## config.mk

```make
export PLATFORM = sky130hd
export DESIGN_NAME = cic_gain_sched_flat
export DESIGN_NICKNAME = d
export VERILOG_FILES = /design/src/rtl/cic_gain_sched_pkg.sv /design/src/rtl/cic_gain_sched_if.sv /design/src/rtl/cic_gain_sched_peak_det.sv /design/src/rtl/cic_gain_sched.sv /design/src/flat_wrapper.sv
export SDC_FILE = /design/constraint.sdc
export NUM_CORES = 1
export LEC_CHECK = 0
export ABC_CLOCK_PERIOD_IN_PS = 11470
export BUFFER_PORTS_ARGS = -buffer_cell sky130_fd_sc_hd__buf_2
export CAP_MARGIN = 20
export CORE_AREA = 2 2 157 159
export DETAILED_ROUTE_END_ITERATION = 6
export DIE_AREA = 0 0 159 161
export PLACE_DENSITY = 0.69
export SYNTH_ARGS = -nofsm -noshare
export SYNTH_HDL_FRONTEND = slang
export SYNTH_HIERARCHICAL = 1
export SYNTH_SLANG_ARGS = --single-unit
```

## constraint.sdc

```tcl
create_clock -name clk -period 11.47 [get_ports clk]
set_input_delay 0.5735 -clock clk [delete_from_list [all_inputs] [get_ports clk]]
set_output_delay 0.5735 -clock clk [all_outputs]
set_load 0.02 [all_outputs]
```

## src/rtl/cic_gain_sched_pkg.sv

```systemverilog
// Shared widths, state encodings and default thresholds for the CIC gain scheduler.
// Also holds the gain clamp and saturating magnitude helpers.
package cic_gain_sched_pkg;
  localparam int GAIN_W = 8;
  localparam int SAMP_W = 32;

  localparam logic [SAMP_W-1:0] DEF_HI_THRESH   = 32'h4000_0000;
  localparam logic [SAMP_W-1:0] DEF_LO_THRESH   = 32'h0800_0000;
  localparam logic [SAMP_W-1:0] DEF_CLIP_THRESH = 32'h7FFF_FFFF;

  typedef enum logic [1:0] {OUT_IDLE, OUT_SEND_I, OUT_SEND_Q} out_st_t;
  typedef enum logic {AGC_TRACK, AGC_HOLD} agc_st_t;

  function automatic logic [GAIN_W-1:0] clamp_gain(input int g, input int lo, input int hi);
    if (g < lo) return GAIN_W'(lo);
    if (g > hi) return GAIN_W'(hi);
    return GAIN_W'(g);
  endfunction

  // -2**31 has no positive twin, so it saturates to the largest positive code
  function automatic logic [SAMP_W-1:0] abs_sat(input logic [SAMP_W-1:0] x);
    if (x == {1'b1, {(SAMP_W-1){1'b0}}}) return {1'b0, {(SAMP_W-1){1'b1}}};
    if (x[SAMP_W-1]) return -x;
    return x;
  endfunction
endpackage

```

## src/rtl/cic_gain_sched_if.sv

```systemverilog
// Serialized I/Q sample stream with valid/ready handshake.
interface cic_gain_sched_if;
  import cic_gain_sched_pkg::*;
  logic [SAMP_W-1:0] out_data;
  logic              out_is_q;
  logic              out_valid;
  logic              out_ready;

  modport master (output out_data, out_is_q, out_valid, input out_ready);
  modport slave  (input out_data, out_is_q, out_valid, output out_ready);
endinterface

```

## src/rtl/cic_gain_sched_peak_det.sv

```systemverilog
// Per-strobe max(|I|,|Q|) with clip detect, plus the windowed peak hold and window counter.
module cic_gain_sched_peak_det
  import cic_gain_sched_pkg::*;
#(
  parameter int                WINDOW      = 64,
  parameter logic [SAMP_W-1:0] CLIP_THRESH = DEF_CLIP_THRESH
) (
  input  logic              clk,
  input  logic              rst,
  input  logic              clr,
  input  logic              stb,
  input  logic [SAMP_W-1:0] i_in,
  input  logic [SAMP_W-1:0] q_in,
  output logic              clip,
  output logic              win_end,
  output logic [SAMP_W-1:0] peak
);
  localparam int CW = $clog2(WINDOW);

  logic [CW-1:0]     cnt;
  logic [SAMP_W-1:0] peak_q, mag_i, mag_q, m;

  assign mag_i = abs_sat(i_in);
  assign mag_q = abs_sat(q_in);
  assign m     = (mag_i > mag_q) ? mag_i : mag_q;
  assign clip  = stb && (m >= CLIP_THRESH);
  // peak already includes the current sample so the window decision sees it
  assign peak    = (m > peak_q) ? m : peak_q;
  assign win_end = stb && !clip && (cnt == CW'(WINDOW - 1));

  always_ff @(posedge clk) begin
    if (rst || clr) begin
      cnt    <= '0;
      peak_q <= '0;
    end else if (stb) begin
      if (clip || win_end) begin
        cnt    <= '0;
        peak_q <= '0;
      end else begin
        cnt    <= cnt + 1'b1;
        peak_q <= peak;
      end
    end
  end
endmodule

```

## src/rtl/cic_gain_sched.sv

```systemverilog
// AGC gain scheduler and I-then-Q output serializer for the CIC decimator pair.
module cic_gain_sched
  import cic_gain_sched_pkg::*;
#(
  parameter int                GAIN_MIN      = 0,
  parameter int                GAIN_MAX      = 48,
  parameter int                GAIN_INIT     = 16,
  parameter logic [SAMP_W-1:0] HI_THRESH     = DEF_HI_THRESH,
  parameter logic [SAMP_W-1:0] LO_THRESH     = DEF_LO_THRESH,
  parameter logic [SAMP_W-1:0] CLIP_THRESH   = DEF_CLIP_THRESH,
  parameter int                WINDOW        = 64,
  parameter int                DECAY_WINDOWS = 4
) (
  input  logic              clk,
  input  logic              rst,
  input  logic [SAMP_W-1:0] i_in,
  input  logic [SAMP_W-1:0] q_in,
  input  logic              d_stb,
  input  logic              agc_en,
  input  logic [GAIN_W-1:0] man_gain,
  output logic [GAIN_W-1:0] gain,
  output logic              gain_chg,
  output logic              drop,
  cic_gain_sched_if.master  stream
);
  localparam int HW = $clog2(DECAY_WINDOWS + 1);

  logic              clip, win_end;
  logic [SAMP_W-1:0] peak, q_lat;
  logic [GAIN_W-1:0] gain_nxt, man_clamp;
  logic [HW-1:0]     hold, hold_nxt;
  agc_st_t           agc_st, agc_nxt;
  out_st_t           out_st;

  cic_gain_sched_peak_det #(.WINDOW(WINDOW), .CLIP_THRESH(CLIP_THRESH)) u_peak (
    .clk(clk), .rst(rst), .clr(!agc_en), .stb(d_stb),
    .i_in(i_in), .q_in(q_in),
    .clip(clip), .win_end(win_end), .peak(peak)
  );

  assign man_clamp = clamp_gain(int'(man_gain), GAIN_MIN, GAIN_MAX);

  always_comb begin
    gain_nxt = gain;
    hold_nxt = hold;
    agc_nxt  = agc_st;
    if (clip) begin
      gain_nxt = clamp_gain(int'(gain) - 2, GAIN_MIN, GAIN_MAX);
      hold_nxt = '0;
      agc_nxt  = AGC_TRACK;
    end else if (win_end) begin
      if (peak >= HI_THRESH) begin
        gain_nxt = clamp_gain(int'(gain) - 1, GAIN_MIN, GAIN_MAX);
        hold_nxt = '0;
        agc_nxt  = AGC_TRACK;
      end else if (peak < LO_THRESH) begin
        agc_nxt = AGC_HOLD;
        if (int'(hold) + 1 == DECAY_WINDOWS) begin
          gain_nxt = clamp_gain(int'(gain) + 1, GAIN_MIN, GAIN_MAX);
          hold_nxt = '0;
        end else begin
          hold_nxt = hold + 1'b1;
        end
      end else begin
        hold_nxt = '0;
        agc_nxt  = AGC_TRACK;
      end
    end
  end

  // Manual mode parks the AGC in TRACK with hold=0 so re-enable starts fresh
  always_ff @(posedge clk) begin
    if (rst) begin
      gain     <= GAIN_W'(GAIN_INIT);
      gain_chg <= 1'b0;
      hold     <= '0;
      agc_st   <= AGC_TRACK;
    end else if (!agc_en) begin
      gain     <= man_clamp;
      gain_chg <= (man_clamp != gain);
      hold     <= '0;
      agc_st   <= AGC_TRACK;
    end else begin
      gain     <= gain_nxt;
      gain_chg <= (gain_nxt != gain);
      hold     <= hold_nxt;
      agc_st   <= agc_nxt;
    end
  end

  always_ff @(posedge clk) begin
    if (rst) begin
      out_st           <= OUT_IDLE;
      stream.out_valid <= 1'b0;
      stream.out_data  <= '0;
      stream.out_is_q  <= 1'b0;
      q_lat            <= '0;
      drop             <= 1'b0;
    end else begin
      case (out_st)
        OUT_IDLE: if (d_stb) begin
          q_lat            <= q_in;
          stream.out_data  <= i_in;
          stream.out_is_q  <= 1'b0;
          stream.out_valid <= 1'b1;
          out_st           <= OUT_SEND_I;
        end
        OUT_SEND_I: begin
          if (d_stb) drop <= 1'b1;
          if (stream.out_ready) begin
            stream.out_data <= q_lat;
            stream.out_is_q <= 1'b1;
            out_st          <= OUT_SEND_Q;
          end
        end
        OUT_SEND_Q: begin
          // a strobe landing on the Q handshake slot chains straight into the next pair
          if (stream.out_ready) begin
            if (d_stb) begin
              q_lat           <= q_in;
              stream.out_data <= i_in;
              stream.out_is_q <= 1'b0;
              out_st          <= OUT_SEND_I;
            end else begin
              stream.out_valid <= 1'b0;
              out_st           <= OUT_IDLE;
            end
          end else if (d_stb) begin
            drop <= 1'b1;
          end
        end
        default: out_st <= OUT_IDLE;
      endcase
    end
  end
endmodule
```

## src/flat_wrapper.sv

```systemverilog
// flat-port wrapper written by rule: the top's interface ports become plain ports
module cic_gain_sched_flat import cic_gain_sched_pkg::*;
#(
  parameter int                GAIN_MIN      = 0,
  parameter int                GAIN_MAX      = 48,
  parameter int                GAIN_INIT     = 16,
  parameter logic [SAMP_W-1:0] HI_THRESH     = DEF_HI_THRESH,
  parameter logic [SAMP_W-1:0] LO_THRESH     = DEF_LO_THRESH,
  parameter logic [SAMP_W-1:0] CLIP_THRESH   = DEF_CLIP_THRESH,
  parameter int                WINDOW        = 64,
  parameter int                DECAY_WINDOWS = 4
)
  (clk, rst, i_in, q_in, d_stb, agc_en, man_gain, gain, gain_chg, drop, stream_out_data, stream_out_is_q, stream_out_valid, stream_out_ready);
  cic_gain_sched_if stream_i ();
  input  logic clk;
  input  logic rst;
  input  logic [SAMP_W-1:0] i_in;
  input  logic [SAMP_W-1:0] q_in;
  input  logic d_stb;
  input  logic agc_en;
  input  logic [GAIN_W-1:0] man_gain;
  output logic [GAIN_W-1:0] gain;
  output logic gain_chg;
  output logic drop;
  output wire logic [$bits(stream_i.out_data)-1:0] stream_out_data;
  output wire logic [$bits(stream_i.out_is_q)-1:0] stream_out_is_q;
  output wire logic [$bits(stream_i.out_valid)-1:0] stream_out_valid;
  input wire logic [$bits(stream_i.out_ready)-1:0] stream_out_ready;
  assign stream_out_data = stream_i.out_data;
  assign stream_out_is_q = stream_i.out_is_q;
  assign stream_out_valid = stream_i.out_valid;
  assign stream_i.out_ready = stream_out_ready;
  cic_gain_sched #(.GAIN_MIN(GAIN_MIN), .GAIN_MAX(GAIN_MAX), .GAIN_INIT(GAIN_INIT), .HI_THRESH(HI_THRESH), .LO_THRESH(LO_THRESH), .CLIP_THRESH(CLIP_THRESH), .WINDOW(WINDOW), .DECAY_WINDOWS(DECAY_WINDOWS)) u_core (.clk(clk), .rst(rst), .i_in(i_in), .q_in(q_in), .d_stb(d_stb), .agc_en(agc_en), .man_gain(man_gain), .gain(gain), .gain_chg(gain_chg), .drop(drop), .stream(stream_i));
endmodule
```

==> flow_summary.yaml, run 1 <==
run_status:
  status: "finished, final reports clean"
cells_and_area:
  drive_above_1_share_pct: 16.6
  regArea_sq_um: 2380
  nets: 1639
  fillCellCount: 2351
  fin_util_pct: 51.0
  layout_commonest_cell: "nand2_1"
  multi_input_area_sq_um: 7940
  area_growth_pct: 10.6
  final_area_sq_um: 12200
  mostFrequentLayoutCells: "163 x nand2_1, 133 x nor2_1, 120 x buf_2"
timing:
  hold_viol_final: 0
  fin_crit_sh_pct: 82.3
  fin_hold_ws_ns: 0.441
  fin_crit_ns: 9.44
  tightest_slew_ns: 1.11
  slew_violations: 0
  rsz0062_at_grt: "false"
  fmax_ghz: 0.106
  max_slew_margin_pct: 25.8
  setup_viol: 0
  skew_ns: 0.00898
  setup_tns_ns: 0
detailed_routing:
  detail_route.iter0.violations: 1215
  drc: 0
  detail-route-antenna-nets: 0
  post_drt_wl_per_cell_um: 18.4
  drt-pass1-iter-count: 6
  viasPerCell: 6.17
  wirelength_um: 33500
  dr_total_vias: 11200
critical_path:
  cp_top_family: "simple AND/OR/NAND/NOR gates"
  cp.arrival_ns: 9.70
  worstSetupPathType: "primary input to register"
  path_buf_inv: 2
  cp_slowest_cell: "or3_1"
  slowest_delay_ns: 0.73
  worst-endpoint-required_ns: 11.74
  endpoint_kind: "register"
  cp-start-kind: "primary input"
  cp_max_fo: 44
global_routing:
  antenna_found_initial: 3
  overflow: 0
  grt_pass1_wl_um: 54000
  globalRouteTotalUtil_pct: 25.7
  grt_max_degree: 79
  grt_pass1_vias: 10100
clock_tree:
  clockBufferDepth: 2
  worstSkewPairLatency_ns: 0.43
  clock-sinks: 119
  clock_tree.root_cell: "clkbuf_16"
  tritoncts: "built"
  ctsHoldBuffers: 0
  cts_buffers: 17
  postCtsSetupBuffers: 0
  clk_pin_slew_ns: 0.06
  cts.repair.resized: 0
  cts_htree_levels: 4
floorplanning:
  die_h_um: 161
  coreArea_sq_um: 24000
  die_area_sq_um: 25600
  rows: 57
  die_w_um: 159
  io_pins: 121
  initial_core_util_pct: 46.1
power_and_ir_drop:
  peakVddDrop_uv: 75.8
  leakage_uw: 0.00482
  powerDensity_nw_per_um2: 125
  fin_total_pwr_uw: 1520
flow_run:
  drv_cap: 0
place:
  place_hpwl_um: 25200
  portBuffers: 120
  place_congestion: 0.974
  postPlaceCellArea_sq_um: 11600
synthesis:
  ys_warn_count: 6
  synth_area_per_cell_sq_um: 7.68
  syn_area_sq_um: 11100
  syn_inst: 1439
  syn_nets: 1593
min_path:
  hp-class: "primary input to register"
-- power breakdown --
group	switching (uW)	leakage [uW]	internal, uW	total (uW)
registers	20.3	0.000976	444	465
clock network	213	0.000291	327	540
logic	324	0.00355	196	520
-- flip-flops by register name, summed over array words and instances, names as in the netlist --
register / flops
u_core/drop: 1
u_core/gain: 8
u_core/gain_chg: 1
u_core/hold: 3
u_core/out_st: 2
u_core/q_lat: 32
u_core/stream.out_data: 32
u_core/stream.out_is_q: 1
u_core/stream.out_valid: 1
u_core/u_peak/cnt: 6
u_core/u_peak/peak_q: 32
-- per-layer routing --
metal  share of wire [%]  global-route usage [%]  up-vias
li1                    -                       -     5373
met1                  44                    35.1     5298
met2                  46                    41.5      497
met3                 7.7                    4.88       75
met4                 2.3                    7.19        2
met5               0.042                       0        -
-- stage by stage --
step	cells	setup WS [ns]
floorplan	1439	3.44
global placement	1789	2.08
detailed placement	1789	1.79
CTS	1821	2.21
global route	1824	1.10
finish	1824	2.03
-- worst paths after layout --
check / cells after the start / end / startpoint / slack (ns)
min reg2reg: 2 / u_core/q_lat[23] / u_core/q_lat[23] / 0.45
max reg2reg: 17 / u_core/gain_chg / u_core/u_peak/peak_q[20] / 6.98
max: 29 / u_core/gain_chg / i_in[31] / 2.03
min: 3 / u_core/q_lat[5] / q_in[5] / 0.44
-- worst reg2reg max path: stages, from the launching register on --
cell and delay, ns:
dfxtp_1 0.32, inv_1 0.06, ha_1 0.29, nand4_1 0.11, or2_2 0.34, nor3_1 0.24
o31a_1 0.19, o41ai_1 0.09, a21oi_1 0.64, o21ai_0 0.21, nor2_1 0.27, and2_1 0.32
o2111ai_4 0.24, o2111ai_1 0.25, mux2i_1 0.09, nor4_1 0.31, and4_1 0.24, a41oi_2 0.12
-- cell type report --
cell class / count / share of cell area (%)
multi-input combinational: 1158 / 65.0
sequential: 119 / 19.5
timing repair buffer: 128 / 5.51
clock buffer: 18 / 3.59
tap: 324 / 3.32
inverter: 61 / 1.87
clock inverter: 14 / 1.22
antenna: 2 / 0.0409
No activity file was read; power rests on OpenSTA's default activity.
==> inputs of run 2 (changes only) <==
--- a/config.mk
+++ b/config.mk
@@ -5,13 +5,13 @@
 export SDC_FILE = /design/constraint.sdc
 export NUM_CORES = 1
 export LEC_CHECK = 0
-export ABC_CLOCK_PERIOD_IN_PS = 11470
+export ABC_CLOCK_PERIOD_IN_PS = 8400
 export BUFFER_PORTS_ARGS = -buffer_cell sky130_fd_sc_hd__buf_2
 export CAP_MARGIN = 20
 export CORE_AREA = 2 2 157 159
 export DETAILED_ROUTE_END_ITERATION = 6
 export DIE_AREA = 0 0 159 161
-export PLACE_DENSITY = 0.69
+export PLACE_DENSITY = 0.72
 export SYNTH_ARGS = -nofsm -noshare
 export SYNTH_HDL_FRONTEND = slang
 export SYNTH_HIERARCHICAL = 1
==> constraint.sdc (replaced) <==
create_clock -name clk -period 8.4 [get_ports clk]
set_input_delay 0.42 -clock clk [delete_from_list [all_inputs] [get_ports clk]]
set_output_delay 0.42 -clock clk [all_outputs]
set_load 0.02 [all_outputs]
==> run 2 against run 1 <==
  * Combinational power is 41% higher
  * Core utilization is 1.5 points higher
  * Via count hardly changed
  * Sequential power is 37% higher
  * Clock-buffer cell count is 1 lower
  * Non-clock buffer count is 29 higher
  * Critical path depth is 4 higher
  * Clock power is 56% higher
  * Register-to-register slack worse by 2.8 ns
  * Worst setup slack worse by 1.6 ns
  * Sequential cell count stayed put
  * Clock skew is 0.0034 ns higher
  * Largest power group unchanged
  * Highest routed layer is now met4
==> flow_summary.yaml, run 2 (synthesized netlist as in run 1, its figures left out) <==
run_status:
  status: "finished, final reports clean"
clock_tree:
  clock-sinks: 119
  cts_buffers: 17
  tritoncts: "built"
  clock_tree.root_cell: "clkbuf_16"
  clk_pin_slew_ns: 0.06
  postCtsSetupBuffers: 0
  cts_htree_levels: 4
  worstSkewPairLatency_ns: 0.43
  clockBufferDepth: 2
timing:
  setup_viol: 0
  skew_ns: 0.0123
  fin_ws_ns: 0.481
  fin_crit_ns: 7.92
  hold_viol_final: 0
  fmax_ghz: 0.126
  setup_tns_ns: 0
  max_slew_margin_pct: 27.2
  fin_crit_sh_pct: 94.3
  slew_violations: 0
  tightest_slew_ns: 1.09
power_and_ir_drop:
  p_int_uw: 1420
  powerDensity_nw_per_um2: 175
  peakVddDrop_uv: 102
  leakage_uw: 0.00502
  fin_total_pwr_uw: 2210
  p_comb_share_pct: 33.1
  clkPwrFrac_pct: 38.1
  p_seq_share_pct: 28.8
  p_switching_uw: 786
  swShare_pct: 35.6
critical_path:
  r2r_cells: 17
  ff2ff_setup_slack_ns: 4.22
  path_common_cell: "nor2_1"
  r2r_end: "u_core/gain_chg"
  cp-start-kind: "primary input"
  cp.arrival_ns: 8.19
  cp_slowest_cell: "or4b_4"
  slowest_delay_ns: 0.60
  worst-endpoint-required_ns: 8.67
  crit-reg2reg-launch: "u_core/u_peak/peak_q[20]"
  cp_max_fo: 40
  worstSetupPathType: "primary input to register"
  endpoint_kind: "register"
cells_and_area:
  area_growth_pct: 14.0
  final_area_sq_um: 12600
  fillCellCount: 2302
  antennaDiodeCount: 0
  finalNonFillerCells: 1851
  multi_input_area_sq_um: 7950
  drive_above_1_share_pct: 18.3
  layout_commonest_cell: "nand2_1"
  nets: 1668
  regArea_sq_um: 2380
  mostFrequentLayoutCells: "163 x nand2_1, 133 x nor2_1, 120 x buf_2"
  top_regs: "u_core/q_lat x32, u_core/stream.out_data x32, u_core/u_peak/peak_q x32"
global_routing:
  grt_pass1_vias: 10500
  grt_pass1_wl_um: 55900
  grt_max_degree: 79
  overflow: 0
  globalRouteTotalUtil_pct: 26.5
  antenna_found_initial: 0
detailed_routing:
  drt-pass1-iter-count: 6
  dr_total_vias: 11300
  post_drt_wl_per_cell_um: 18.7
  detail-route-antenna-nets: 0
  drc: 0
  viasPerCell: 6.08
  wirelength_um: 34600
  detail_route.iter0.violations: 1161
min_path:
  min_from: "q_in[5]"
  hp-class: "primary input to register"
  min_to: "u_core/q_lat[5]"
  whs_path_depth: 3
flow_run:
  drv_cap: 0
floorplanning:
  io_pins: 121
  die_w_um: 159
  die_area_sq_um: 25600
  coreArea_sq_um: 24000
  initial_core_util_pct: 46.1
  die_h_um: 161
  rows: 57
place:
  place_congestion: 0.970
  dpl_worst_slack_ns: -0.0107
  dp_cells: 1817
  place_hpwl_um: 25700
  postPlaceCellArea_sq_um: 11900
  portBuffers: 120
## run 2: layout make-up
class | count | area share, %
timing repair buffer | 157 | 7.65
inverter | 61 | 1.82
clock inverter | 15 | 1.89
sequential | 119 | 18.9
multi-input combinational | 1158 | 63.1
tap | 324 | 3.22
clock buffer | 17 | 3.38
## run 2: timing repair
item	in CTS	in global routing
gates resized for setup	0	2
hold buffers	0	0
setup endpoints to repair	0	6
## run 2: critical path, delay by kind of cell
family | cells | cell delay (ns)
buffers and inverters | 3 | 0.46
AOI/OAI and AO/OA | 11 | 2.26
adders and majority gates | 2 | 0.56
xor gates and xnor gates | 1 | 0.15
muxes | 1 | 0.10
and+or+nand+nor | 15 | 4.22
## run 2: through the flow
stage | util [%] | hold slack (ns)
final | 52.6 | 0.283
after global routing | 52.6 | 0.284
after CTS | 52.3 | 0.275
after detailed placement | 49.5 | 0.446
after global placement | 49.4 | 0.440
after floorplan | - | 0.436
## run 2: per-layer routing
layer	vias up	track usage, %	wire [um]
li1	5419	-	-
met5	-	0	0
met1	5277	35.6	15200
met2	498	43.4	16000
met4	0	8.26	706
met3	59	4.83	2670
## run 2: worst max path at each step
stage,start,to,slack [ns]
5_1_grt,i_in[15],u_core/gain_chg,-0.04
3_5_place_dp,i_in[15],u_core/gain_chg,-0.01
3_3_place_gp,i_in[15],u_core/gain_chg,0.22
4_1_cts,i_in[15],u_core/gain_chg,0.40
6_report,i_in[15],u_core/gain_chg,0.48
2_1_floorplan,i_in[14],u_core/gain_chg,0.52
## run 2: power by group through the flow
| stage | registers, uW | logic (uW) | clock network (uW) |
|---|---|---|---|
| 2_1_floorplan | 661 | 497 | 0 |
| 3_3_place_gp | 646 | 699 | 0 |
| 3_5_place_dp | 648 | 712 | 0 |
| 4_1_cts | 636 | 717 | 849 |
| 5_1_grt | 642 | 809 | 875 |
| 6_report | 636 | 732 | 841 |
==> inputs of run 3 (changes only) <==
--- a/config.mk
+++ b/config.mk
@@ -8,9 +8,9 @@
 export ABC_CLOCK_PERIOD_IN_PS = 8400
 export BUFFER_PORTS_ARGS = -buffer_cell sky130_fd_sc_hd__buf_2
 export CAP_MARGIN = 20
-export CORE_AREA = 2 2 157 159
+export CORE_AREA = 2 2 119 208
 export DETAILED_ROUTE_END_ITERATION = 6
-export DIE_AREA = 0 0 159 161
+export DIE_AREA = 0 0 121 210
 export PLACE_DENSITY = 0.72
 export SYNTH_ARGS = -nofsm -noshare
 export SYNTH_HDL_FRONTEND = slang
==> run 3 against run 2 <==
  * Clock-buffer cell count rose by 3
  * Worst setup slack better by 0.081 ns
  * Hold slack got worse by 0.019 ns
  * Via count rose by 1.2%
  * Die area fell by 0.74%
  * First-iteration DRC count decreased by 14%
  * Highest routed layer is now met5
  * Critical endpoint unchanged
  * Critical path depth is 1 higher
  * Register-to-register slack gained 0.08 ns
  * Clock skew is 0.00089 ns lower
  * Wire length grew 0.98%
  * Critical path type unchanged
==> flow_summary.yaml, run 3 (synthesized netlist as in run 1, its figures left out) <==
critical_path:
  cp_top_family: "simple AND/OR/NAND/NOR gates"
  crit-reg2reg-launch: "u_core/u_peak/peak_q[12]"
  ff2ff_setup_slack_ns: 4.30
  cp-start-kind: "primary input"
  r2r_end: "u_core/gain_chg"
  path_common_cell: "a21oi_1"
  cp_max_fo: 36
  path_buf_inv: 3
  cp.arrival_ns: 8.20
  r2r_cells: 17
  worstSetupPathType: "primary input to register"
  endpoint_kind: "register"
  path_depth: 34
  worst-endpoint-required_ns: 8.76
  cp_slowest_cell: "or4b_4"
  slowest_delay_ns: 0.60
clock_tree:
  cts_htree_levels: 4
  clock_tree.root_cell: "clkbuf_16"
  clock-sinks: 119
  clk_pin_slew_ns: 0.05
  tritoncts: "built"
  clockBufferDepth: 2
  ctsHoldBuffers: 0
  cts.repair.resized: 0
  postCtsSetupBuffers: 0
  worstSkewPairLatency_ns: 0.45
  cts_buffers: 17
place:
  dp_cells: 1808
  place_hpwl_um: 26500
  place_congestion: 1.01
  portBuffers: 120
  postPlaceCellArea_sq_um: 11900
cells_and_area:
  fillCellCount: 2265
  nets: 1675
  final_area_sq_um: 12600
  regArea_sq_um: 2380
  fin_util_pct: 53.0
  finalNonFillerCells: 1846
  mostFrequentLayoutCells: "163 x nand2_1, 133 x nor2_1, 120 x buf_2"
  layout_commonest_cell: "nand2_1"
  drive_above_1_share_pct: 18.7
  multi_input_area_sq_um: 7960
  area_growth_pct: 13.9
  top_regs: "u_core/q_lat x32, u_core/stream.out_data x32, u_core/u_peak/peak_q x32"
floorplanning:
  die_area_sq_um: 25400
  io_pins: 121
  die_w_um: 121
  coreArea_sq_um: 23700
  rows: 75
  initial_core_util_pct: 46.6
  die_h_um: 210
detailed_routing:
  detail_route.iter0.violations: 998
  dr_total_vias: 11400
  detail-route-antenna-nets: 0
  drt-pass1-iter-count: 7
  post_drt_wl_per_cell_um: 18.9
  viasPerCell: 6.17
  drc: 0
  wirelength_um: 34900
global_routing:
  use_met1_pct: 31.6
  grt_util_met3_pct: 4.55
  grt_max_degree: 78
  overflow: 0
  antenna_found_initial: 5
  globalRouteTotalUtil_pct: 27.2
  grt_pass1_vias: 10900
  busiest_layer: "met2"
  grt_pass1_wl_um: 55200
  met2_usage_pct: 46.7
timing:
  rsz0062_at_grt: "false"
  fin_crit_ns: 7.84
  fin_hold_ws_ns: 0.263
  fmax_ghz: 0.128
  setup_viol: 0
  slew_violations: 0
  tightest_slew_ns: 1.13
  hold_viol_final: 0
  max_slew_margin_pct: 24.7
  skew_ns: 0.0114
  fin_crit_sh_pct: 93.3
run_status:
  status: "finished, final reports clean"
power_and_ir_drop:
  fin_total_pwr_uw: 2160
  p_seq_share_pct: 29.5
  peakVddDrop_uv: 149
  clkPwrFrac_pct: 36.0
  swShare_pct: 35.1
  p_int_uw: 1400
  leakage_uw: 0.00502
  powerDensity_nw_per_um2: 172
  p_switching_uw: 759
  p_comb_share_pct: 34.5
min_path:
  hp-class: "primary input to register"
  whs_path_depth: 3
  min_from: "q_in[26]"
  min_to: "u_core/q_lat[26]"
flow_run:
  drv_cap: 0
==> run 3: stage by stage <==
step	setup slack (ns)	TNS, ns
global route	0.0922	0
finish	0.562	0
floorplan	0.520	0
CTS	0.367	0
detailed placement	-0.0753	-0.0753
global placement	0.0230	0
==> run 3: layer usage <==
metal	vias to the layer above	wire, um
met2	474	17000
met4	2	1730
met3	120	2090
met5	-	7
met1	5362	14100
li1	5427	-
==> run 3: cell type report <==
type | count | share of cell area [%]
Timing Repair Buffer | 164 | 7.89
Clock buffer | 20 | 3.55
Clock inverter | 12 | 1.39
Inverter | 61 | 1.82
Antenna cell | 4 | 0.0795
Tap cell | 308 | 3.06
Sequential cell | 119 | 18.9
Multi-Input combinational cell | 1158 | 63.3
==> run 3: worst min-delay path, stage by stage <==
cell and delay (ns):
buf_2 0.13, nand2_1 0.06, a21oi_1 0.05
==> run 3: power by group through the flow <==
stage / Combinational, uW / Sequential [uW] / Clock (uW)
4_1_cts: 732 / 636 / 792
3_3_place_gp: 713 / 647 / 0
5_1_grt: 823 / 642 / 814
6_report: 746 / 637 / 778
2_1_floorplan: 497 / 661 / 0
3_5_place_dp: 725 / 648 / 0
==> run 3: worst max path at each step <==
stage | start | endpoint | slack (ns)
CTS | i_in[17] | u_core/gain_chg | 0.37
detailed placement | i_in[17] | u_core/gain_chg | -0.08
global route | i_in[17] | u_core/gain_chg | 0.09
floorplan | i_in[14] | u_core/gain_chg | 0.52
finish | i_in[17] | u_core/gain_chg | 0.56
global placement | i_in[17] | u_core/gain_chg | 0.02
